## src/rtl/reg_write_arbiter.sv

```systemverilog
// Round-robin arbiter sharing one register write port among N requesters.
// Latency: 1 edge from req sampling to wr_en/wr_data/ack; the register captures on the following edge.
// No backpressure: a requester holds req/data until its one-cycle ack; an acked requester is masked for that cycle.
module reg_write_arbiter #(
    parameter int N     = 4,
    parameter int WIDTH = 64,
    parameter int SELW  = 2
) (
    input  logic                 clk,
    input  logic                 reset,
    input  logic [N-1:0]         req,
    input  logic [N*WIDTH-1:0]   data,
    output logic                 wr_en,
    output logic [WIDTH-1:0]     wr_data,
    output logic [SELW-1:0]      wr_sel,
    output logic [N-1:0]         ack
);

    logic [SELW-1:0] ptr;
    logic [SELW-1:0] win;
    logic [SELW-1:0] ptr_nxt;
    logic            found;
    logic [N-1:0]    elig;

    // Masking by ack keeps a requester that still holds req from being written twice.
    assign elig = req & ~ack;

    always_comb begin
        found = 1'b0;
        win   = '0;
        for (int k = 0; k < N; k++) begin
            if (!found && elig[(int'(ptr) + k) % N]) begin
                found = 1'b1;
                win   = SELW'((int'(ptr) + k) % N);
            end
        end
    end

    assign ptr_nxt = (win == SELW'(N - 1)) ? '0 : win + 1'b1;

    always_ff @(posedge clk or posedge reset) begin
        if (reset) begin
            ptr     <= '0;
            wr_en   <= 1'b0;
            wr_data <= '0;
            wr_sel  <= '0;
            ack     <= '0;
        end else if (found) begin
            ptr     <= ptr_nxt;
            wr_en   <= 1'b1;
            wr_data <= data[int'(win)*WIDTH +: WIDTH];
            wr_sel  <= win;
            ack     <= {{(N-1){1'b0}}, 1'b1} << win;
        end else begin
            wr_en   <= 1'b0;
            ack     <= '0;
        end
    end

endmodule

```

## config.mk

```make
export PLATFORM = sky130hd
export DESIGN_NAME = reg_write_arbiter
export DESIGN_NICKNAME = d
export VERILOG_FILES = /design/src/rtl/reg_write_arbiter.sv
export SDC_FILE = /design/constraint.sdc
export NUM_CORES = 1
export LEC_CHECK = 0
export CORE_AREA = 2 2 130 132
export CTS_BUF_LIST = sky130_fd_sc_hd__clkbuf_8
export DETAILED_ROUTE_END_ITERATION = 8
export DIE_AREA = 0 0 132 134
export HOLD_SLACK_MARGIN = 0.03
export PLACE_DENSITY = 0.63
export SLEW_MARGIN = 40
export SYNTH_ARGS = -nofsm -noshare
export SYNTH_HDL_FRONTEND = slang
export SYNTH_SLANG_ARGS = --single-unit
```

## constraint.sdc

```tcl
create_clock -name clk -period 2.5 [get_ports clk]
set_input_delay 0.5 -clock clk [delete_from_list [all_inputs] [get_ports clk]]
set_output_delay 0.5 -clock clk [all_outputs]
set_load 0.02 [all_outputs]
```

* Yosys cells after proc, flatten, opt, wreduce, memory -nomap -nowiden
Index checks and enable logic that the tools add are counted.
Word-level totals: logic and storage cells 52, bits of input ports 262, bits in registers 73, output and inout bits 71
Operators by class: $add $sub $neg 4, equality and inequality tests 1, bitwise gates (word level) 5, magnitude comparators 4, reduce and logical (&&, ||, !) cells 9, multiplexer cells 22, shifts and indexed selects 2
Operator list (count):
- 256-bit by 9-bit indexed part select with 64-bit output | 1
- 3-bit by 4-bit less-than comparator with 1-bit output (second input constant) | 3
- 1-bit two-way mux | 12
- 2-bit two-way mux | 5
- 1-bit binary-select mux with 2-bit select | 4
- 2-bit OR reduction | 3
- 2-bit by 1-bit adder with 2-bit output (second input constant) | 2
- 2-bit adder (second input constant) | 2
- 4-bit bitwise AND | 1
- 4-bit two-way mux | 1
- 4-bit inverter | 1
- 1-bit by 2-bit << shifter with 4-bit output (first input constant) | 1
- 1-bit bitwise AND (first input constant) | 3
- 1-bit logical AND | 3
- 1-bit logical NOT | 3
- 2-bit by 3-bit less-than comparator with 1-bit output (second input constant) | 1
- 2-bit == test (second input constant) | 1

* Longest topological paths before layout
Gate-level depths: netlist (run 1).
depth in word-level cells 16, gate-level depth with buffers 9, gate-level depth less buffers 7

* Least setup slack after synthesis (run 1)
OpenSTA, ideal clock, no wires.
path type reg2reg, from register ack[1], to register ptr[1], stages on the path, launching flop included 10, data required time 2.366 ns, library setup time 0.134 ns, setup slack 0.318 ns, path buffers 2, clock period less this slack 2.182 ns, data arrival time 2.048 ns, cell sequence dfrtp_1 -> nand2b_1 -> buf_2 -> o21ai_0 -> a21oi_1 -> a2bb2oi_1 -> clkbuf_1 -> ha_1 -> nand2_1 -> o21ai_0
On the way: longest elaborated chain between the ends 16, elaborated cells between the ends (all ways) 30, those cells by class add/sub: 1; eq/ne: 1; mux: 20; bitwise: 2; reduce/logical: 6
RTL lines:
- from (decl) | RTL line 16 | output logic [N-1:0] ack
- from (signal assigned) | RTL line 53 | ack <= {{(N-1){1'b0}}, 1'b1} << win;
- 4-bit inverter * | RTL line 26 | assign elig = req & ~ack;
- 4-bit bitwise AND * | RTL line 26
- 1-bit binary-select mux with 2-bit select | RTL line 32 | if (!found && elig[(int'(ptr) + k) % N]) begin
- 1-bit two-way mux (implied by the code) | RTL line 32
- 1-bit two-way mux | RTL line 32
- 1-bit logical NOT | RTL line 32
- 1-bit logical AND | RTL line 32
- 1-bit two-way mux | RTL line 32
- 1-bit logical NOT | RTL line 32
- 1-bit logical AND | RTL line 32
- 1-bit two-way mux | RTL line 32
- 1-bit logical NOT | RTL line 32
- 1-bit logical AND | RTL line 32
- 2-bit two-way mux * | RTL line 32
- 2-bit by 1-bit adder with 2-bit output / 2-bit == test (equally long branches) | RTL line 39 | assign ptr_nxt = (win == SELW'(N - 1)) ? '0 : win + 1'b1;
- 2-bit two-way mux * | RTL line 39
- net ptr_nxt[1] | RTL line 21 | logic [SELW-1:0] ptr_nxt;
- to (signal assigned) | RTL line 49 | ptr <= ptr_nxt;
- to (decl) | RTL line 19 | logic [SELW-1:0] ptr;
Mark *: on every way through the listed nets, which the timed path passes. The rest lies on a longest branch. The select of a mux whose other input is x is not followed. A chain may end at the register's enable or synchronous reset.

* Final worst setup path (run 1)
from input req[1], to register ack[3]
On the way: longest elaborated chain between the ends 15, elaborated cells between the ends (all ways) 28, those cells by class shift: 1; mux: 20; bitwise: 1; reduce/logical: 6
RTL lines:
- from (decl) | RTL line 11 | input logic [N-1:0] req,
- 4-bit bitwise AND * | RTL line 26
- 1-bit binary-select mux with 2-bit select | RTL line 32
- 1-bit two-way mux (implied by the code) | RTL line 32
- 1-bit two-way mux | RTL line 32
- 1-bit logical NOT | RTL line 32
- 1-bit logical AND | RTL line 32
- 1-bit two-way mux | RTL line 32
- 1-bit logical NOT | RTL line 32
- 1-bit logical AND | RTL line 32
- 1-bit two-way mux | RTL line 32
- 1-bit logical NOT | RTL line 32
- 1-bit logical AND | RTL line 32
- 2-bit two-way mux | RTL line 32
- 1-bit by 2-bit << shifter with 4-bit output | RTL line 53
- 4-bit two-way mux * | RTL line 48 | end else if (found) begin
Mark *: on every way between the ends. The rest lies on a longest branch, timed or not. The select of a mux whose other input is x is not followed.

==> metrics.txt, run 1 <==
status finished, final reports clean; Mapped Cells 392; Final period util 90.5%; minimum clock period 2.26 ns; max incr delay on CP 0.53 ns; f_max 0.442 GHz; Root Driver clkbuf_8; commonest non-fill, non-tap cell in the layout clkdlybuf4s50_1; post-DP HPWL 13.5 mm; CTS tree done; crit path cell chain clkdlybuf4s50_1 > nand2b_1 > buf_4 > nand3_1 > nor2_4 > clkinv_2 > and2_1; syn_area_per_cell 10.3 um2; WP buf/inv 3; GRT overflow 0; critical path peak fanout 45; relative slew slack 56.5%; fin cells 945; H-tree levels 3; Post-synth EDFFs 0; commonest cells after routing, fill and taps aside clkdlybuf4s50_1 (332), dfrtp_1 (73), a21oi_1 (48); drt wl/cell 18.8 um; chip height 134 um; top_reg_cell synth dfrtp_1; Final Setup Violations 0; CP Data Required Time 2.74 ns; ANT cells 0; Routability Congestion 0.818; placed insts 929; vias per cell 5.07; port bufs 332; # hold bufs at CTS 0; Clock Skew 0.00940 ns; initial antenna violation count 0; slowest CP cell clkinv_2; clk sinks 73; global-route usage over all layers 19.3%; startpoint types input pin; Fin Setup TNS 0 ns; total detailed-routing wirelength 17.7 mm; PwrDens 1100 nW/um2; vias in the first global route 5,046; vias 4,791; delay-heaviest family, CP buffers and inverters; Synth Cell Area 4050 um2; Leak 3.21 nW; final net count 983; R2R Setup Slk 0.35 ns; Initial Util 24.9%; post-CTS sizing 0; yosys warns 0; critical path arrival 2.50 ns; Async S/R FF share, synth 100%; largest net degree at the start of global routing 46; first-pass GRT wire length 26.7 mm; sequential fraction of the synthesis area 45.1%; Die W 132 um; Routed Antenna Nets 0; row count 47; hold crit path type reg -> reg; max_cap viols 0; CTS Buf Count 9; #FFs+latches synth 73; Cell variety after synth 33; DR iter-0 viols 279; Layout area overhead 99.2%; Mapped Nets 655; share of post-route cells with drive strength above 1 10.3%; final hold vios 0; RSZ-0062 raised after global routing no; WHS 0.480 ns; CP endpoint kind flop; actual slew at the worst max-slew pin 0.651 ns; Slew Limit Fails 0; kind of critical path in -> reg; die area 17,700 um2; Clock Latency Late Sink 0.35 ns; peak supply drop 0.431 mV; clock transition at the registers of the reported paths 0.07 ns; Initial DRT Pass Iterations 8; area of the core 16,300 um2; Setup Buffers After CTS 0; DRC 0; Ports 333; Clock Path Buffers 2
[registers in the layout, indices dropped and copies added, names as in the netlist]
register  flops
ptr           2
ack           4
wr_en         1
wr_data      64
wr_sel        2
[per-stage QoR]
| step | cell area [um2] | power [mW] | utilization [%] | setup slack [ns] |
|---|---|---|---|---|
| global route | 8070 | 9.43 | 49.6 | 0.0740 |
| floorplan | 4050 | 5.16 | - | 0.147 |
| detailed placement | 7830 | 7.80 | 48.0 | -0.0939 |
| finish | 8070 | 8.87 | 49.6 | 0.238 |
| CTS | 8070 | 8.99 | 49.5 | 0.301 |
| global placement | 7830 | 7.67 | 48.0 | -0.0759 |
[final cells by class]
type | instances | area [um2]
multi-input combinational | 275 | 2060
inverter | 3 | 13.8
tap | 220 | 275
sequential | 73 | 1830
fill | 1491 | 8220
clock buffer | 10 | 138
timing repair buffer | 358 | 3660
clock inverter | 6 | 106
[layer usage]
metal	vias to the layer above	global-route usage, %	part of all wire [%]
li1	2219	-	-
met1	2310	20.7	37
met2	235	35.9	52
met3	27	5.29	8.5
met4	0	8.03	2.4
met5	-	0	0
[worst reg2reg max path, delay by kind of cell (launching register included)]
kind	cells	cell delay, ns
and+or+nand+nor	4	0.95
buffers and inverters	2	0.71
DFF	1	0.37
[path summary, 6_finish.rpt]
path	start	to	cells past startpoint
hold / removal	wr_sel[0]	wr_sel[0]	1
setup reg to reg	ack[1]	ack[3]	6
setup / recovery	req[1]	ack[3]	7
max in group asynchronous	reset	wr_data[33]	3
hold reg to reg	wr_sel[0]	wr_sel[0]	1
min in group asynchronous	reset	wr_data[39]	2
[logic make-up (layout without fill, tap and decap cells)]
group           count (synthesis)  after routing  share of synthesized area, %
compound gates                189            189                          34.3
fa+ha+maj                       1              1                         0.309
buf+inv                        44            377                          5.28
flops                          73             73                          45.1
mux                            24             24                          8.25
simple gates                   61             61                          6.76
[synthesized netlist by cell type, types with 2 or more instances]
library cell | instances | share of area, %
mux2_4 | 17 | 6.3
nor2_1 | 44 | 4.1
a21o_1 | 3 | 0.56
nand2b_1 | 6 | 0.93
a21oi_1 | 48 | 5.9
nor3_1 | 2 | 0.25
nand2_1 | 2 | 0.19
a22o_1 | 24 | 5.2
dfrtp_1 | 73 | 45
inv_1 | 2 | 0.19
a222oi_1 | 40 | 9.9
buf_12 | 2 | 0.99
nor2b_1 | 2 | 0.31
a221o_1 | 24 | 5.9
mux2_2 | 7 | 1.9
clkbuf_1 | 36 | 3.3
o21ai_0 | 43 | 5.3
buf_6 | 2 | 0.56
[where the power goes]
group	switching [mW]	internal, mW
clock network	0.458	0.685
logic	2.71	2.85
registers	0.375	1.79
total	3.54	5.32
Power figures use the tool's default switching activity.
==> inputs of run 2 (changes only) <==
- ABC_CLOCK_PERIOD_IN_PS: not set -> 2500
==> results of run 2 <==
The final DEF is identical to that of run 1; final timing and power are the same.
==> inputs of run 3 (changes only) <==
- CAP_MARGIN: not set -> 20
- RECOVER_POWER: not set -> 25
==> metrics.txt, run 3 (synthesized netlist as in run 1, its figures left out) <==
vias in the first global route 5,046; global-route usage over all layers 19.3%; delay-heaviest family, CP buffers and inverters; row count 47; Final period util 90.5%; vias 4,790; CTS Buf Count 9; PwrDens 1100 nW/um2; relative slew slack -9.73%; failing checks capacitance limit, slew limit; hold crit path type reg -> reg; die area 17,700 um2; Final Setup Violations 0; share of post-route cells with drive strength above 1 10.1%; Post-DP Area 7830 um2; crit path cell chain clkdlybuf4s50_1 > nand2b_1 > buf_4 > nand3_1 > nor2_4 > clkinv_2 > and2_1; post-DP HPWL 13.5 mm; Top reg by flops wr_data; RSZ-0062 raised after global routing no; max FFs per register 64; Layout area overhead 99.0%; largest net degree at the start of global routing 46; clk sinks 73; startpoint types input pin; commonest cells after routing, fill and taps aside clkdlybuf4s50_1 (331), dfrtp_1 (73), a21oi_1 (48); fin worst setup slack 0.238 ns; first-pass GRT wire length 26.7 mm; Ports 333; Clock Skew 0.00865 ns; Slew Limit Fails 33; critical path peak fanout 45; slowest CP cell clkinv_2; Leak 3.20 nW; finished layout cell area 8060 um2; post-CTS sizing 0; DR iter-0 viols 289; WHS 0.479 ns; minimum clock period 2.26 ns; max_cap viols 1; # hold bufs at CTS 0; Clock Latency Late Sink 0.35 ns; Die W 132 um; total detailed-routing wirelength 17.8 mm; Setup Buffers After CTS 0; Clock Path Buffers 2; kind of critical path in -> reg; initial antenna violation count 0; commonest non-fill, non-tap cell in the layout clkdlybuf4s50_1; vias per cell 5.07; GRT overflow 0; ANT cells 0; Root Driver clkbuf_8; critical path arrival 2.50 ns; CP Data Required Time 2.74 ns; Final Power 8.87 mW; Setup WS pre-CTS -0.0939 ns; actual slew at the worst max-slew pin 1.64 ns; final hold vios 0; clock transition at the registers of the reported paths 0.07 ns; Initial Util 24.9%; WP buf/inv 3; max incr delay on CP 0.53 ns; drt wl/cell 18.8 um; CTS tree done; H-tree levels 3; CP endpoint kind flop; final net count 983; Initial DRT Pass Iterations 8; status finished, violations left; Routability Congestion 0.818; port bufs 332; peak supply drop 0.431 mV; DRC 0; Routed Antenna Nets 0; area of the core 16,300 um2; chip height 134 um; biggest registers after layout wr_data x64, ack x4; f_max 0.442 GHz
[run 3: changes by cell type in the layout (fill, tap and decap cells not counted)]
cell	delta
dlygate4sd3_1	+1
clkinvlp_2	+1
clkinv_2	-1
clkdlybuf4s50_1	-1
buf_4	-2
clkbuf_1	+2
[run 3: final cells by class]
type,instances,area [um2]
fillers,1495,8230
repair buffers,358,3650
multi-input cells,275,2060
clock buffers,10,138
flip-flops and latches,73,1830
inverters,3,13.8
clock inverters,6,106
well taps,220,275
[run 3: layer usage]
layer | track usage (%) | share of wire, % | vias up | wire (um)
met5 | 0 | 0 | - | 0
met4 | 8.03 | 2.3 | 0 | 411
met3 | 5.29 | 8.4 | 26 | 1490
met2 | 35.9 | 52 | 231 | 9280
met1 | 20.7 | 37 | 2312 | 6580
li1 | - | - | 2221 | -
[run 3: final timing paths]
kind	startpoint	endpoint	slack [ns]	cells past startpoint
max	req[1]	ack[3]	0.24	7
min	wr_sel[0]	wr_sel[0]	0.48	1
max reg2reg	ack[1]	ack[3]	0.35	6
min reg2reg	wr_sel[0]	wr_sel[0]	0.48	1
max in group asynchronous	reset	ack[2]	0.59	3
min in group asynchronous	reset	wr_data[39]	0.99	2
[run 3: where the power goes]
group / total (mW) / internal (mW) / switching [mW]
clock: 1.14 / 0.685 / 0.459
combinational: 5.56 / 2.85 / 2.71
sequential: 2.16 / 1.79 / 0.374
[run 3: through the flow]
| step | TNS, ns | std cells | utilization (%) |
|---|---|---|---|
| 4_1_cts | 0 | 945 | 49.5 |
| 3_5_place_dp | -1.66 | 929 | 48.0 |
| 3_3_place_gp | -1.48 | 929 | 48.0 |
| 5_1_grt | 0 | 945 | 49.5 |
| 6_report | 0 | 945 | 49.5 |
| 2_1_floorplan | 0 | 392 | - |
